**src/rtl/mem_access_unit_pkg.sv**
```systemverilog
// Shared types for the memory stage: access sizes, FSM states and the EX/MEM control bundle.
package mem_pkg;

   localparam int REG_W = 5;

   typedef enum logic [1:0] {
      MEM_B = 2'd0,
      MEM_H = 2'd1,
      MEM_W = 2'd2,
      MEM_D = 2'd3
   } mem_size_e;

   typedef enum logic [1:0] {
      IDLE = 2'd0,
      REQ  = 2'd1,
      WAIT = 2'd2
   } mem_state_e;

   typedef struct packed {
      logic             mem_read;
      logic             mem_write;
      mem_size_e        size;
      logic             is_unsigned;
      logic [REG_W-1:0] rd;
      logic             reg_write;
   } mem_ctrl_t;

   // Low address bits that must be zero for a naturally aligned access.
   function automatic logic [2:0] align_mask(mem_size_e s);
      case (s)
         MEM_B:   return 3'b000;
         MEM_H:   return 3'b001;
         MEM_W:   return 3'b011;
         default: return 3'b111;
      endcase
   endfunction

   function automatic logic [7:0] byte_strobe(mem_size_e s, logic [2:0] off);
      logic [7:0] base;
      case (s)
         MEM_B:   base = 8'h01;
         MEM_H:   base = 8'h03;
         MEM_W:   base = 8'h0F;
         default: base = 8'hFF;
      endcase
      return base << off;
   endfunction

endpackage

```
**src/rtl/mem_access_unit_if.sv**
```systemverilog
// Data-memory request/response bus; master is the memory stage, slave is the memory.
interface mem_access_unit_if #(
   parameter int DATA_WIDTH = 64
);
   logic                  req_valid;
   logic                  req_ready;
   logic [DATA_WIDTH-1:0] req_addr;
   logic                  req_we;
   logic [DATA_WIDTH-1:0] req_wdata;
   logic [7:0]            req_wstrb;
   logic                  resp_valid;
   logic [DATA_WIDTH-1:0] resp_rdata;

   modport master (
      output req_valid, req_addr, req_we, req_wdata, req_wstrb,
      input  req_ready, resp_valid, resp_rdata
   );

   modport slave (
      input  req_valid, req_addr, req_we, req_wdata, req_wstrb,
      output req_ready, resp_valid, resp_rdata
   );
endinterface

```
**src/rtl/mem_access_unit_load_align.sv**
```systemverilog
// Extracts the addressed byte/half/word/double from an aligned doubleword and extends it.
module mem_load_align
   import mem_pkg::*;
#(
   parameter int DATA_WIDTH = 64
) (
   input  logic [DATA_WIDTH-1:0] i_rdata,
   input  logic [2:0]            i_offset,
   input  mem_size_e             i_size,
   input  logic                  i_unsigned,
   output logic [DATA_WIDTH-1:0] o_data
);

   logic [DATA_WIDTH-1:0] w_shifted;
   logic                  w_sign;

   assign w_shifted = i_rdata >> {i_offset, 3'b000};

   always_comb begin
      o_data = w_shifted;
      w_sign = 1'b0;
      case (i_size)
         MEM_B: begin
            w_sign = w_shifted[7] & ~i_unsigned;
            o_data = {{(DATA_WIDTH-8){w_sign}}, w_shifted[7:0]};
         end
         MEM_H: begin
            w_sign = w_shifted[15] & ~i_unsigned;
            o_data = {{(DATA_WIDTH-16){w_sign}}, w_shifted[15:0]};
         end
         MEM_W: begin
            w_sign = w_shifted[31] & ~i_unsigned;
            o_data = {{(DATA_WIDTH-32){w_sign}}, w_shifted[31:0]};
         end
         default: o_data = w_shifted;
      endcase
   end

endmodule

```
**src/rtl/mem_access_unit.sv**
```systemverilog
// Memory stage: issues one data-memory access per load/store, stalls upstream while it is
// outstanding, and hands a single-cycle registered result to MEM/WB.
module mem_access_unit
   import mem_pkg::*;
#(
   parameter int DATA_WIDTH     = 64,
   parameter int REG_ADDR_WIDTH = 5
) (
   input  logic                      clk,
   input  logic                      reset,
   input  logic                      in_valid,
   output logic                      in_ready,
   input  logic [DATA_WIDTH-1:0]     in_addr,
   input  logic [DATA_WIDTH-1:0]     in_store_data,
   input  logic                      in_mem_read,
   input  logic                      in_mem_write,
   input  logic [1:0]                in_size,
   input  logic                      in_unsigned,
   input  logic [REG_ADDR_WIDTH-1:0] in_rd,
   input  logic                      in_reg_write,
   mem_access_unit_if.master         mem,
   output logic                      wb_valid,
   output logic [DATA_WIDTH-1:0]     wb_data,
   output logic [REG_ADDR_WIDTH-1:0] wb_rd,
   output logic                      wb_reg_write,
   output logic                      wb_misalign
);

   mem_state_e r_state, w_next_state;
   mem_ctrl_t  w_ctrl, r_ctrl;

   logic [2:0]            r_offset;
   logic [DATA_WIDTH-1:0] r_req_addr;
   logic [DATA_WIDTH-1:0] r_wdata;
   logic [7:0]            r_wstrb;
   logic                  w_req_valid;
   logic                  w_is_mem;
   logic                  w_misalign;
   logic [DATA_WIDTH-1:0] w_load_data;

   logic                      r_wb_valid;
   logic [DATA_WIDTH-1:0]     r_wb_data;
   logic [REG_ADDR_WIDTH-1:0] r_wb_rd;
   logic                      r_wb_reg_write;
   logic                      r_wb_misalign;

   assign w_ctrl.mem_read    = in_mem_read;
   assign w_ctrl.mem_write   = in_mem_write;
   assign w_ctrl.size        = mem_size_e'(in_size);
   assign w_ctrl.is_unsigned = in_unsigned;
   assign w_ctrl.rd          = in_rd;
   assign w_ctrl.reg_write   = in_reg_write;

   assign w_is_mem   = in_mem_read | in_mem_write;
   assign w_misalign = (in_addr[2:0] & align_mask(w_ctrl.size)) != 3'b000;

   always_ff @(posedge clk) begin
      if (reset) r_state <= IDLE;
      else       r_state <= w_next_state;
   end

   always_comb begin
      w_next_state = r_state;
      in_ready     = 1'b0;
      w_req_valid  = 1'b0;
      case (r_state)
         IDLE: begin
            in_ready = 1'b1;
            if (in_valid && w_is_mem && !w_misalign) w_next_state = REQ;
         end
         REQ: begin
            w_req_valid = 1'b1;
            if (mem.req_ready) w_next_state = WAIT;
         end
         WAIT: begin
            if (mem.resp_valid) w_next_state = IDLE;
         end
         default: w_next_state = IDLE;
      endcase
   end

   mem_load_align #(.DATA_WIDTH(DATA_WIDTH)) u_load_align (
      .i_rdata    (mem.resp_rdata),
      .i_offset   (r_offset),
      .i_size     (r_ctrl.size),
      .i_unsigned (r_ctrl.is_unsigned),
      .o_data     (w_load_data)
   );

   // Read wins when both read and write are set, so a store is write-without-read.
   always_ff @(posedge clk) begin
      if (reset) begin
         r_ctrl         <= '0;
         r_offset       <= '0;
         r_req_addr     <= '0;
         r_wdata        <= '0;
         r_wstrb        <= '0;
         r_wb_valid     <= 1'b0;
         r_wb_data      <= '0;
         r_wb_rd        <= '0;
         r_wb_reg_write <= 1'b0;
         r_wb_misalign  <= 1'b0;
      end else begin
         r_wb_valid <= 1'b0;
         case (r_state)
            IDLE: begin
               if (in_valid) begin
                  if (!w_is_mem) begin
                     r_wb_valid     <= 1'b1;
                     r_wb_data      <= in_addr;
                     r_wb_rd        <= in_rd;
                     r_wb_reg_write <= in_reg_write;
                     r_wb_misalign  <= 1'b0;
                  end else if (w_misalign) begin
                     r_wb_valid     <= 1'b1;
                     r_wb_data      <= '0;
                     r_wb_rd        <= in_rd;
                     r_wb_reg_write <= 1'b0;
                     r_wb_misalign  <= 1'b1;
                  end else begin
                     r_ctrl     <= w_ctrl;
                     r_offset   <= in_addr[2:0];
                     r_req_addr <= {in_addr[DATA_WIDTH-1:3], 3'b000};
                     if (in_mem_write && !in_mem_read) begin
                        r_wdata <= in_store_data << {in_addr[2:0], 3'b000};
                        r_wstrb <= byte_strobe(w_ctrl.size, in_addr[2:0]);
                     end else begin
                        r_wdata <= '0;
                        r_wstrb <= '0;
                     end
                  end
               end
            end
            WAIT: begin
               if (mem.resp_valid) begin
                  r_wb_valid     <= 1'b1;
                  r_wb_data      <= r_ctrl.mem_read ? w_load_data : '0;
                  r_wb_rd        <= r_ctrl.rd;
                  r_wb_reg_write <= r_ctrl.mem_read & r_ctrl.reg_write;
                  r_wb_misalign  <= 1'b0;
               end
            end
            default: ;
         endcase
      end
   end

   assign mem.req_valid = w_req_valid;
   assign mem.req_addr  = r_req_addr;
   assign mem.req_we    = r_ctrl.mem_write & ~r_ctrl.mem_read;
   assign mem.req_wdata = r_wdata;
   assign mem.req_wstrb = r_wstrb;

   assign wb_valid     = r_wb_valid;
   assign wb_data      = r_wb_data;
   assign wb_rd        = r_wb_rd;
   assign wb_reg_write = r_wb_reg_write;
   assign wb_misalign  = r_wb_misalign;

endmodule

```
**src/flat_wrapper.sv**
```systemverilog
// flat-port wrapper written by rule: the top's interface ports become plain ports
module mem_access_unit_flat import mem_pkg::*;
#(
   parameter int DATA_WIDTH     = 64,
   parameter int REG_ADDR_WIDTH = 5
)
  (clk, reset, in_valid, in_ready, in_addr, in_store_data, in_mem_read, in_mem_write, in_size, in_unsigned, in_rd, in_reg_write, wb_valid, wb_data, wb_rd, wb_reg_write, wb_misalign, mem_req_valid, mem_req_addr, mem_req_we, mem_req_wdata, mem_req_wstrb, mem_req_ready, mem_resp_valid, mem_resp_rdata);
  mem_access_unit_if #(.DATA_WIDTH(DATA_WIDTH)) mem_i ();
  input  logic clk;
  input  logic reset;
  input  logic in_valid;
  output logic in_ready;
  input  logic [DATA_WIDTH-1:0] in_addr;
  input  logic [DATA_WIDTH-1:0] in_store_data;
  input  logic in_mem_read;
  input  logic in_mem_write;
  input  logic [1:0] in_size;
  input  logic in_unsigned;
  input  logic [REG_ADDR_WIDTH-1:0] in_rd;
  input  logic in_reg_write;
  output logic wb_valid;
  output logic [DATA_WIDTH-1:0] wb_data;
  output logic [REG_ADDR_WIDTH-1:0] wb_rd;
  output logic wb_reg_write;
  output logic wb_misalign;
  output wire logic [$bits(mem_i.req_valid)-1:0] mem_req_valid;
  output wire logic [$bits(mem_i.req_addr)-1:0] mem_req_addr;
  output wire logic [$bits(mem_i.req_we)-1:0] mem_req_we;
  output wire logic [$bits(mem_i.req_wdata)-1:0] mem_req_wdata;
  output wire logic [$bits(mem_i.req_wstrb)-1:0] mem_req_wstrb;
  input wire logic [$bits(mem_i.req_ready)-1:0] mem_req_ready;
  input wire logic [$bits(mem_i.resp_valid)-1:0] mem_resp_valid;
  input wire logic [$bits(mem_i.resp_rdata)-1:0] mem_resp_rdata;
  assign mem_req_valid = mem_i.req_valid;
  assign mem_req_addr = mem_i.req_addr;
  assign mem_req_we = mem_i.req_we;
  assign mem_req_wdata = mem_i.req_wdata;
  assign mem_req_wstrb = mem_i.req_wstrb;
  assign mem_i.req_ready = mem_req_ready;
  assign mem_i.resp_valid = mem_resp_valid;
  assign mem_i.resp_rdata = mem_resp_rdata;
  mem_access_unit #(.DATA_WIDTH(DATA_WIDTH), .REG_ADDR_WIDTH(REG_ADDR_WIDTH)) u_core (.clk(clk), .reset(reset), .in_valid(in_valid), .in_ready(in_ready), .in_addr(in_addr), .in_store_data(in_store_data), .in_mem_read(in_mem_read), .in_mem_write(in_mem_write), .in_size(in_size), .in_unsigned(in_unsigned), .in_rd(in_rd), .in_reg_write(in_reg_write), .mem(mem_i), .wb_valid(wb_valid), .wb_data(wb_data), .wb_rd(wb_rd), .wb_reg_write(wb_reg_write), .wb_misalign(wb_misalign));
endmodule
```
**config.mk**
```make
export PLATFORM = sky130hd
export DESIGN_NAME = mem_access_unit_flat
export DESIGN_NICKNAME = d
export VERILOG_FILES = /design/src/rtl/mem_access_unit_pkg.sv /design/src/rtl/mem_access_unit_if.sv /design/src/rtl/mem_access_unit_load_align.sv /design/src/rtl/mem_access_unit.sv /design/src/flat_wrapper.sv
export SDC_FILE = /design/constraint.sdc
export NUM_CORES = 1
export LEC_CHECK = 0
export BUFFER_PORTS_ARGS = -buffer_cell sky130_fd_sc_hd__buf_2
export CAP_MARGIN = 20
export CORE_MARGIN = 3
export CORE_UTILIZATION = 30
export CTS_CLUSTER_DIAMETER = 200
export DETAILED_ROUTE_END_ITERATION = 7
export GPL_ROUTABILITY_DRIVEN = 0
export GPL_TIMING_DRIVEN = 0
export PLACE_DENSITY = 0.54
export SLEW_MARGIN = 20
export SYNTH_ARGS = -nofsm -noshare
export SYNTH_HDL_FRONTEND = slang
export SYNTH_SLANG_ARGS = --single-unit
```
**constraint.sdc**
```tcl
create_clock -name clk -period 2.6 [get_ports clk]
set_input_delay 0.52 -clock clk [delete_from_list [all_inputs] [get_ports clk]]
set_output_delay 0.52 -clock clk [all_outputs]
set_load 0.02 [all_outputs]
```
==> metrics.cfg, run 1 <==
[outcome]
status = completed

[sta]
period_share_pct = 96.0
max_freq_mhz = 400
holdWs_ps = 204
min_period_ps = 2500
slew_viol_final = 0
fin_tns_setup_ps = 0
worst_pin_slew_ps = 997
clock_skew_ps = 13.1
timing.slew.headroom_pct = 31.8
hold_viol = 0
finalSetupViolations = 0

[finish]
drive_above_1_share_pct = 30.5
fillCellCount = 4345
area_growth_pct = 30.3
multi_input_area_um2 = 7380
register_area_um2 = 4420
nets = 2158
final_cells = 2511

[clocking]
hold_buffers = 0
clk_path_buf_depth = 3
cts_htree_levels = 1
insertion_delay_ps = 570
cts_root_buffer = clkbuf_16
path_clk_slew_ps = 60
cts_buffers = 29
cts.sinks = 221
cts_tree = done

[synthesis]
synth_cell_types = 53
syn_area_um2 = 12500
yosysSeqAreaShare_pct = 35.4
synthAdderAreaFrac_pct = 0
synth_top_area_share_pct = 35.4
muxShareOfSynthArea_pct = 17.3
synth_compound_area_share_pct = 21.1
synth_area_leader_cell = dfxtp_1
ys_async_sr_fraction_pct = 0
yosys-top-cells-count = nand2_1 (245), dfxtp_1 (221), a21oi_1 (171)
avgSynthCellArea_um2 = 8.31
ys_top_cells_by_area = dfxtp_1 (35%), mux2i_1 (8.1%), nand2_1 (7.4%), a21oi_1 (6.8%), mux4_2 (6.8%)
synth_seq_cells = 221
ys.flop_type = dfxtp_1
synth_top_family_by_area = compound AO/OA/AOI/OAI gates
ys_warn_count = 0
synth_most_common_cell = nand2_1
synthXorXnorAreaFrac_pct = 0
synth_cells = 1505
yosys.area_share.simple_pct = 20.2
synth_edf_count = 0

[global_route]
grt_usage_pct = 26.7
overflow = 0
grt_pass1_vias = 13900
antenna_found_initial = 12
grt_pass1_wl_mm = 89.8
grt_max_degree = 14

[power_and_ir_drop]
vdd_drop_max_mv = 0.527
power_density_nw_per_um2 = 618
p_leak_nw = 6.70

[place]
place_inst = 2449
hpwlAfterDp_mm = 49.2
portBuffers = 410

[detailed_routing]
drtPass1Iterations = 5
ant_nets = 0
drt_iter0_markers = 1318
drc = 0
wire_per_inst_um = 24.9
drt-vias-per-instance = 5.68
wl_mm = 62.5
vias = 14300

[worst_setup_path]
end_kind = register
crit_fanout = 10
cp_cell_sequence = buf_2, clkbuf_1, nand3b_1, nor3_2, a22o_1, a21oi_1, a311oi_1
reg2reg_depth = 7
path_class = register to register
crit_path_max_incr_delay_ps = 510
crit_slowest_cell = nand3b_1
r2r_end = u_core.wb_data[30]$_SDFFE_PP0P_
r2r-start = u_core.r_offset[2]$_SDFFE_PP0P_
crit_required_ps = 3070
worstSetupStartpoint = u_core.r_offset[2]$_SDFFE_PP0P_
arrival_ps = 2960
critPathLaunchType = register
rrSetupSlack_ps = 100

[floorplan]
rows = 74
pin_count = 419
dieArea_um2 = 44200
die_w_um = 210
initial_core_util_pct = 30.5
core_um2 = 41000
fp.dieH_um = 210

[worst_hold_path]
whs_endpoint = u_core.r_ctrl[6]$_SDFFE_PP0P_
worstHoldStart = in_unsigned
hold_class = input pin to register
holdPathStages = 3

[job]
drv_cap = 0

layout make-up:
cell class	count	share of cell area, %
Antenna cell	9	0.138
Buffer	164	4.51
Clock buffer	44	5.35
Clock inverter	7	0.699
Inverter	5	0.115
Multi-Input combinational cell	1117	45.3
Sequential cell	221	27.1
Tap cell	532	4.08
Timing Repair Buffer	412	12.7
power breakdown:
part	internal (mW)	switching, mW	leakage, nW	total (mW)
logic	0.764	1.44	4.41	2.21
clock network	2.58	1.62	0.488	4.20
registers	3.56	0.111	1.80	3.67
what timing repair did:
action / in CTS / in global routing
endpoints found under the setup margin: 95 / 44
resized for setup: 5 / 7
buffers inserted: 0 / 2
pin swaps: 0 / 2
metrics by stage:
step | util [%] | instance area (µm²) | power (mW) | setup WS [ps]
CTS | 39.6 | 16200 | 10.1 | 104
global route | 39.7 | 16300 | 10.4 | -2.15
detailed placement | 37.1 | 15200 | 5.89 | -527
floorplan | - | 12500 | 4.98 | 471
global placement | 37.1 | 15200 | 5.88 | -507
finish | 39.7 | 16300 | 10.1 | 103
critical path, delay by kind of cell (launching register included):
family          cells  cell delay, ps
compound gates      3             500
simple gates        2             940
buf+inv             2             650
flops               1             300
placed cells by master (no fill, tap or decap), types with 27 or more instances in the layout:
master     Yosys  routed
nor2_1       116     116
buf_2         46     456
dfxtp_1      221     221
mux2i_1      101     100
nor3b_1       33      33
clkbuf_16      0      29
nand3_1       52      52
clkbuf_1      97      99
nand4_1       35      35
mux4_2        38      38
a211oi_1      49      49
o2111ai_1     42      42
a21oi_1      171     171
nand2_1      245     245
a22oi_1       27      27
state kept, by name (all words and copies together), names as in the netlist:
| name | flops |
|---|---|
| u_core.mem.req_wstrb | 8 |
| u_core.r_ctrl | 11 |
| u_core.wb_valid | 1 |
| u_core.wb_misalign | 1 |
| u_core.mem.req_wdata | 64 |
| u_core.mem.req_addr | 61 |
| u_core.r_offset | 3 |
| u_core.r_state | 2 |
| u_core.wb_reg_write | 1 |
| u_core.wb_rd | 5 |
| u_core.wb_data | 64 |
per-layer routing:
metal,share of wire (%),up-vias,GRT usage [%]
li1,-,6463,-
met1,39,6806,33.2
met2,45,812,43.3
met3,10,163,7.25
met4,5.1,8,12.4
met5,0.082,-,0
logic make-up after synthesis:
logic type | Yosys count
AOI/OAI and AO/OA | 396
buffers and inverters | 169
DFF | 221
muxes | 165
other | 1
and+or+nand+nor | 553
worst max path at each step:
stage,depth (start not counted),to
2_1_floorplan,8,u_core.mem.req_wdata[42]$_SDFFE_PP0P_
3_3_place_gp,8,u_core.mem.req_wdata[18]$_SDFFE_PP0P_
3_5_place_dp,8,u_core.mem.req_wdata[18]$_SDFFE_PP0P_
4_1_cts,8,u_core.wb_misalign$_SDFFE_PP0P_
5_1_grt,7,u_core.mem.req_wdata[25]$_SDFFE_PP0P_
6_report,7,u_core.wb_data[30]$_SDFFE_PP0P_
(Power assumes the default switching activity.)
==> run 2, diff against run 1 <==
==> constraint.sdc (replaced) <==
create_clock -name clk -period 3.1 [get_ports clk]
set_input_delay 0.62 -clock clk [delete_from_list [all_inputs] [get_ports clk]]
set_output_delay 0.62 -clock clk [all_outputs]
set_load 0.02 [all_outputs]
==> run 2 against run 1 <==
  * Power fell by 16%
  * Critical path depth unchanged
  * Via count grew 0.29%
  * First-iteration DRC count shrank 2.9%
  * Sequential share of layout area grew 0.098 points
  * Critical path type unchanged
  * Non-clock buffer count decreased by 2
  * Clock skew increased by 1.3 ps
  * Final area decreased by 0.36%
  * Largest cell class unchanged
  * Largest power group unchanged
  * Worst hold slack gained 110 ps
==> metrics.cfg, run 2 (synthesis gave the netlist of run 1 again) <==
[clocking]
path_clk_slew_ps = 60  ; about the same
cts_tree = done
cts_root_buffer = clkbuf_16
clk_path_buf_depth = 3  ; unchanged
cts.sinks = 221  ; unchanged
cts_buffers = 29  ; unchanged
hold_buffers = 0  ; unchanged
post-cts-setup-buffers = 0  ; unchanged
cts_htree_levels = 1  ; unchanged
insertion_delay_ps = 570  ; about the same
post_cts_resized = 0  ; -5

[worst_setup_path]
cp_cell_sequence = a211oi_1, o211ai_1, nor2_1, clkbuf_1, buf_2, nand3_1, a21oi_1
crit_path_max_incr_delay_ps = 750  ; +240 ps
end_kind = register
path_class = register to register
critPathLaunchType = register
crit_required_ps = 3590  ; +520 ps
cp_top_family = buffers and inverters
crit_buf_inv = 2  ; unchanged
arrival_ps = 3340  ; +380 ps
crit_slowest_cell = clkbuf_1
crit_fanout = 10  ; unchanged

[floorplan]
fp.dieH_um = 210  ; unchanged
pin_count = 419  ; unchanged
dieArea_um2 = 44200  ; unchanged
die_w_um = 210  ; unchanged
core_um2 = 41000  ; unchanged
rows = 74  ; unchanged
initial_core_util_pct = 30.5  ; unchanged

[sta]
clock_skew_ps = 14.4  ; +1.27 ps
max_freq_mhz = 350  ; -13%
period_share_pct = 92.1  ; -3.9 points
slew_viol_final = 0  ; unchanged
hold_viol = 0  ; unchanged
setup_slack_ps = 244  ; +141 ps
finalSetupViolations = 0  ; unchanged
holdWs_ps = 310  ; +106 ps
worst_pin_slew_ps = 998  ; +0.888 ps
rsz0062_at_grt = no
fin_tns_setup_ps = 0  ; unchanged
min_period_ps = 2860  ; +359 ps
timing.slew.headroom_pct = 31.8  ; -0.061 points

[finish]
area_growth_pct = 29.9
final_cells = 2509  ; -0.080%
final_common_cell = buf_2
nets = 2156  ; -0.093%
fin_area_um2 = 16200  ; -0.36%
layout_common_cells = buf_2 (456), nand2_1 (245), dfxtp_1 (221)
utilization_pct = 39.6  ; -0.14 points
fillCellCount = 4352  ; +0.16%
drive_above_1_share_pct = 29.8  ; -0.63 points

[global_route]
grt_pass1_wl_mm = 89.8  ; unchanged
antenna_found_initial = 13  ; +1
grt_pass1_vias = 13900  ; +0.022%
grt_usage_pct = 26.7  ; about the same
grt_max_degree = 14  ; unchanged
overflow = 0  ; unchanged

[power_and_ir_drop]
finalPower_mw = 8.44  ; -16%
vdd_drop_max_mv = 0.441  ; -16%
p_leak_nw = 6.66  ; -0.48%
power_density_nw_per_um2 = 520  ; -16%

[detailed_routing]
drt_iter0_markers = 1280  ; -2.9%
wl_mm = 62.5  ; about the same
vias = 14300  ; +0.29%
drc = 0  ; unchanged
wl_met1_mm = 24.5  ; -0.54%
topRoutingLayerUsed = met5
drtPass1Iterations = 5  ; unchanged
wire_per_inst_um = 24.9  ; about the same
drt-vias-per-instance = 5.70  ; +0.37%
wl_met2_mm = 28.3  ; -0.16%
ant_nets = 0  ; unchanged
wl_met3_mm = 6.48  ; +3.3%

[worst_hold_path]
hold_class = input pin to register

[place]
dp_slack_ps = -127  ; +400 ps
place_inst = 2449  ; unchanged
portBuffers = 410  ; unchanged
hpwlAfterDp_mm = 49.2  ; unchanged
placed_cell_area_um2 = 15200  ; unchanged

[outcome]
status = completed

[job]
drv_cap = 0  ; unchanged

## run 2: tightest hold or removal path: cells and delay by family
kind | cells | cell delay, ps
and+or+nand+nor | 1 | 60
buffers and inverters | 1 | 100
AOI/OAI and AO/OA | 1 | 50
## run 2: power breakdown
group / internal, mW / total [mW] / switching (mW)
clock network: 2.17 / 3.52 / 1.35
logic: 0.635 / 1.84 / 1.21
registers: 2.99 / 3.08 / 0.0935
total: 5.79 / 8.44 / 2.65
## run 2: cell type report
cell class | count | area, µm² | share of cell area, %
antenna | 9 | 22.5 | 0.139
tap | 532 | 666 | 4.10
clock buffer | 44 | 872 | 5.37
clock inverter | 7 | 114 | 0.701
inverter | 5 | 18.8 | 0.116
multi-input combinational | 1117 | 7340 | 45.2
buffer | 164 | 729 | 4.49
sequential | 221 | 4420 | 27.2
timing repair buffer | 410 | 2050 | 12.6
## run 2: routing by layer
| layer | track usage [%] | vias to the layer above |
|---|---|---|
| li1 | - | 6455 |
| met1 | 33.1 | 6848 |
| met2 | 43.4 | 809 |
| met3 | 7.37 | 171 |
| met4 | 12.4 | 10 |
| met5 | 0 | - |
## run 2: final timing paths
path / startpoint / end / slack [ps] / cells after the start
setup reg to reg: u_core.r_state[0]$_SDFFE_PP0P_ / u_core.mem.req_wdata[21]$_SDFFE_PP0P_ / 240 / 7
hold / removal: in_unsigned / u_core.r_ctrl[6]$_SDFFE_PP0P_ / 310 / 3
hold reg to reg: u_core.mem.req_addr[12]$_SDFFE_PP0P_ / u_core.mem.req_addr[12]$_SDFFE_PP0P_ / 450 / 2
setup / recovery: u_core.r_state[0]$_SDFFE_PP0P_ / u_core.mem.req_wdata[21]$_SDFFE_PP0P_ / 240 / 7
==> run 3, diff against run 2 <==
--- a/config.mk
+++ b/config.mk
@@ -17,4 +17,5 @@
 export SLEW_MARGIN = 20
 export SYNTH_ARGS = -nofsm -noshare
 export SYNTH_HDL_FRONTEND = slang
+export SYNTH_HIERARCHICAL = 1
 export SYNTH_SLANG_ARGS = --single-unit
==> run 3 against run 2 <==
  * First-iteration DRC count rose by 5.9%
  * Critical path type is now register to output pin
  * Final area fell by 1.1%
  * Synthesized cell count is 6.0% lower
  * Clock skew up 0.81 ps
  * Utilization grew 0.27 points
==> metrics.cfg, run 3 <==
[worst_setup_path]
crit_path_max_incr_delay_ps = 660  ; -90 ps
end_kind = output pin
cp_top_family = buffers and inverters
path_class = register to output pin
critPathLaunchType = register
crit_required_ps = 2480  ; -1110 ps
crit_buf_inv = 4  ; +2
worstSetupStartpoint = u_core/r_state[0]$_SDFFE_PP0P_
r2r-start = u_core/r_offset[1]$_SDFFE_PP0P_
cp_cell_sequence = buf_2, inv_2, clkbuf_1, nor2_1, buf_2
cp_common_cell = buf_2
arrival_ps = 2140  ; -1200 ps
crit_slowest_cell = clkbuf_1
crit_fanout = 10  ; unchanged

[finish]
nets = 2068  ; -4.1%
layout_common_cells = buf_2 (465), dfxtp_1 (221), nand2_1 (217)
drive_above_1_share_pct = 33.2  ; +3.4 points
final_common_cell = buf_2
utilization_pct = 39.9  ; +0.27 points
area_growth_pct = 29.6
fillCellCount = 4202  ; -3.4%

[synthesis]
syn_area_um2 = 12400  ; -0.89%
yosys-top-cells-count = dfxtp_1 (221), nand2_1 (217), a21oi_1 (181)
avgSynthCellArea_um2 = 8.76  ; +5.5%
synth_edf_count = 0  ; unchanged
synth_seq_cells = 221  ; unchanged
ys_async_sr_fraction_pct = 0  ; unchanged
ys_top_cells_by_area = dfxtp_1 (36%), mux2i_1 (7.4%), a21oi_1 (7.3%), nand2_1 (6.6%), mux4_2 (6.0%)
ys.flop_type = dfxtp_1
ys_warn_count = 6  ; +6
synth_top_area_share_pct = 35.7  ; +0.32 points
synth_cell_types = 56  ; +5.7%
synth_area_leader_cell = dfxtp_1
yosysSeqAreaShare_pct = 35.7  ; +0.32 points
synth_cells = 1414  ; -6.0%
synth_most_common_cell = dfxtp_1

[floorplan]
fp.dieH_um = 209  ; -0.43%
core_um2 = 40300  ; -1.8%
die_w_um = 209  ; -0.43%
dieArea_um2 = 43800  ; -0.86%
pin_count = 419  ; unchanged
initial_core_util_pct = 30.8  ; +0.28 points
rows = 73  ; -1.4%

[sta]
period_share_pct = 88.9  ; -3.2 points
finalSetupViolations = 0  ; unchanged
slew_viol_final = 0  ; unchanged
timing.slew.headroom_pct = 26.3  ; -5.5 points
hold_viol = 0  ; unchanged
clock_skew_ps = 15.2  ; +0.814 ps
max_freq_mhz = 363  ; +3.6%
worst_pin_slew_ps = 1110  ; +108 ps
min_period_ps = 2760  ; -98.6 ps
setup_slack_ps = 343  ; +98.6 ps
rsz0062_at_grt = no

[clocking]
cts_root_buffer = clkbuf_16
post-cts-setup-buffers = 0  ; unchanged
path_clk_slew_ps = 60  ; about the same
cts_tree = done
hold_buffers = 0  ; unchanged
post_cts_resized = 0  ; unchanged
cts_htree_levels = 1  ; unchanged
insertion_delay_ps = 550  ; -20 ps
cts.sinks = 221  ; unchanged
clk_path_buf_depth = 3  ; unchanged
cts_buffers = 27  ; -6.9%

[global_route]
overflow = 0  ; unchanged
grt_usage_pct = 26.1  ; -0.65 points
grt_max_degree = 14  ; unchanged
grt_pass1_wl_mm = 87.9  ; -2.2%
antenna_found_initial = 4  ; -9
grt_pass1_vias = 13600  ; -2.5%

[detailed_routing]
drt-vias-per-instance = 5.65  ; -0.77%
vias = 13600  ; -4.7%
drc = 0  ; unchanged
drtPass1Iterations = 6  ; +1
ant_nets = 0  ; unchanged
wl_mm = 60.5  ; -3.2%
drt_iter0_markers = 1356  ; +5.9%
wire_per_inst_um = 25.1  ; +0.87%

[place]
dp_slack_ps = -243  ; -116 ps
hpwlAfterDp_mm = 47.9  ; -2.7%
portBuffers = 415  ; +1.2%

[power_and_ir_drop]
p_leak_nw = 6.48  ; -2.8%
power_density_nw_per_um2 = 522  ; +0.37%
vdd_drop_max_mv = 0.307  ; -30%
finalPower_mw = 8.37  ; -0.76%

[worst_hold_path]
worstHoldStart = in_unsigned
hold_class = input pin to register

[job]
drv_cap = 0  ; unchanged

[outcome]
status = completed

==> run 3: changes by cell type after synthesis, moves of 10 or more <==
cell,change
nor2_1,-70
nand3_1,-16
a22oi_1,-20
a21oi_1,+10
o2bb2ai_1,+40
a2bb2oi_1,-13
mux2_2,+16
a221oi_1,+73
nor3b_1,-31
a2111oi_0,-13
o2111ai_1,-26
a211oi_1,+24
clkbuf_1,-15
nand2_1,-28
==> run 3: per-stage QoR <==
step | std cells | area (µm²) | TNS (ps) | hold WS, ps
floorplan | 1416 | 12400 | 0 | 432
global placement | 2356 | 15100 | -2040 | 439
detailed placement | 2356 | 15100 | -2820 | 442
CTS | 2406 | 16000 | 0 | 285
global route | 2406 | 16000 | 0 | 312
finish | 2409 | 16100 | 0 | 312
==> run 3: worst paths after layout <==
kind	cells past startpoint	to	slack, ps
min reg2reg	2	u_core/mem.req_wdata[0]$_SDFFE_PP0P_	450
min	3	u_core/r_ctrl[6]$_SDFFE_PP0P_	310
max reg2reg	8	u_core/wb_data[23]$_SDFFE_PP0P_	490
max	5	mem_req_valid	340
==> run 3: worst reg2reg max path, cell delays in order (launching register included) <==
cell,delay (ps)
dfxtp_1,450
buf_6,190
mux2i_1,320
nand2_1,140
nand4_1,210
buf_2,290
o2111ai_1,300
a221oi_1,430
a211oi_1,130
==> run 3: metal layers <==
layer	share of wire [%]	wire length (µm)	vias to the layer above	track usage (%)
li1	-	-	6244	-
met1	38	23100	6413	31.3
met2	48	29100	813	45.2
met3	9.3	5650	142	6.14
met4	4.3	2610	6	9.95
met5	0.056	34	-	0
==> run 3: kinds of logic (layout without fill, tap and decap cells) <==
kind of cell / count (synthesis) / after routing / synth area share (%)
AO/OA/AOI/OAI: 461 / 461 / 26.1
buffers and inverters: 172 / 637 / 6.72
flip-flops: 221 / 221 / 35.7
multiplexers: 167 / 167 / 17.2
other: 1 / 6 / 0.0303
AND/OR/NAND/NOR: 392 / 392 / 14.2
==> run 3: cell type report <==
type,count,area (µm²),share of cell area (%)
clock buffers,41,808,5.03
well taps,525,657,4.09
repair buffers,415,2080,12.9
inverters,4,15.0,0.0935
flip-flops and latches,221,4420,27.6
clock inverters,9,105,0.655
plain buffers,168,818,5.10
multi-input cells,1023,7140,44.5
diodes,3,7.51,0.0468
==> run 3: where the power goes <==
group	leakage (nW)	total [mW]	switching, mW	internal, mW
clock network	0.450	3.26	1.30	1.96
registers	1.80	3.08	0.0827	3.00
logic	4.23	2.03	1.32	0.710
total	6.48	8.37	2.70	5.67
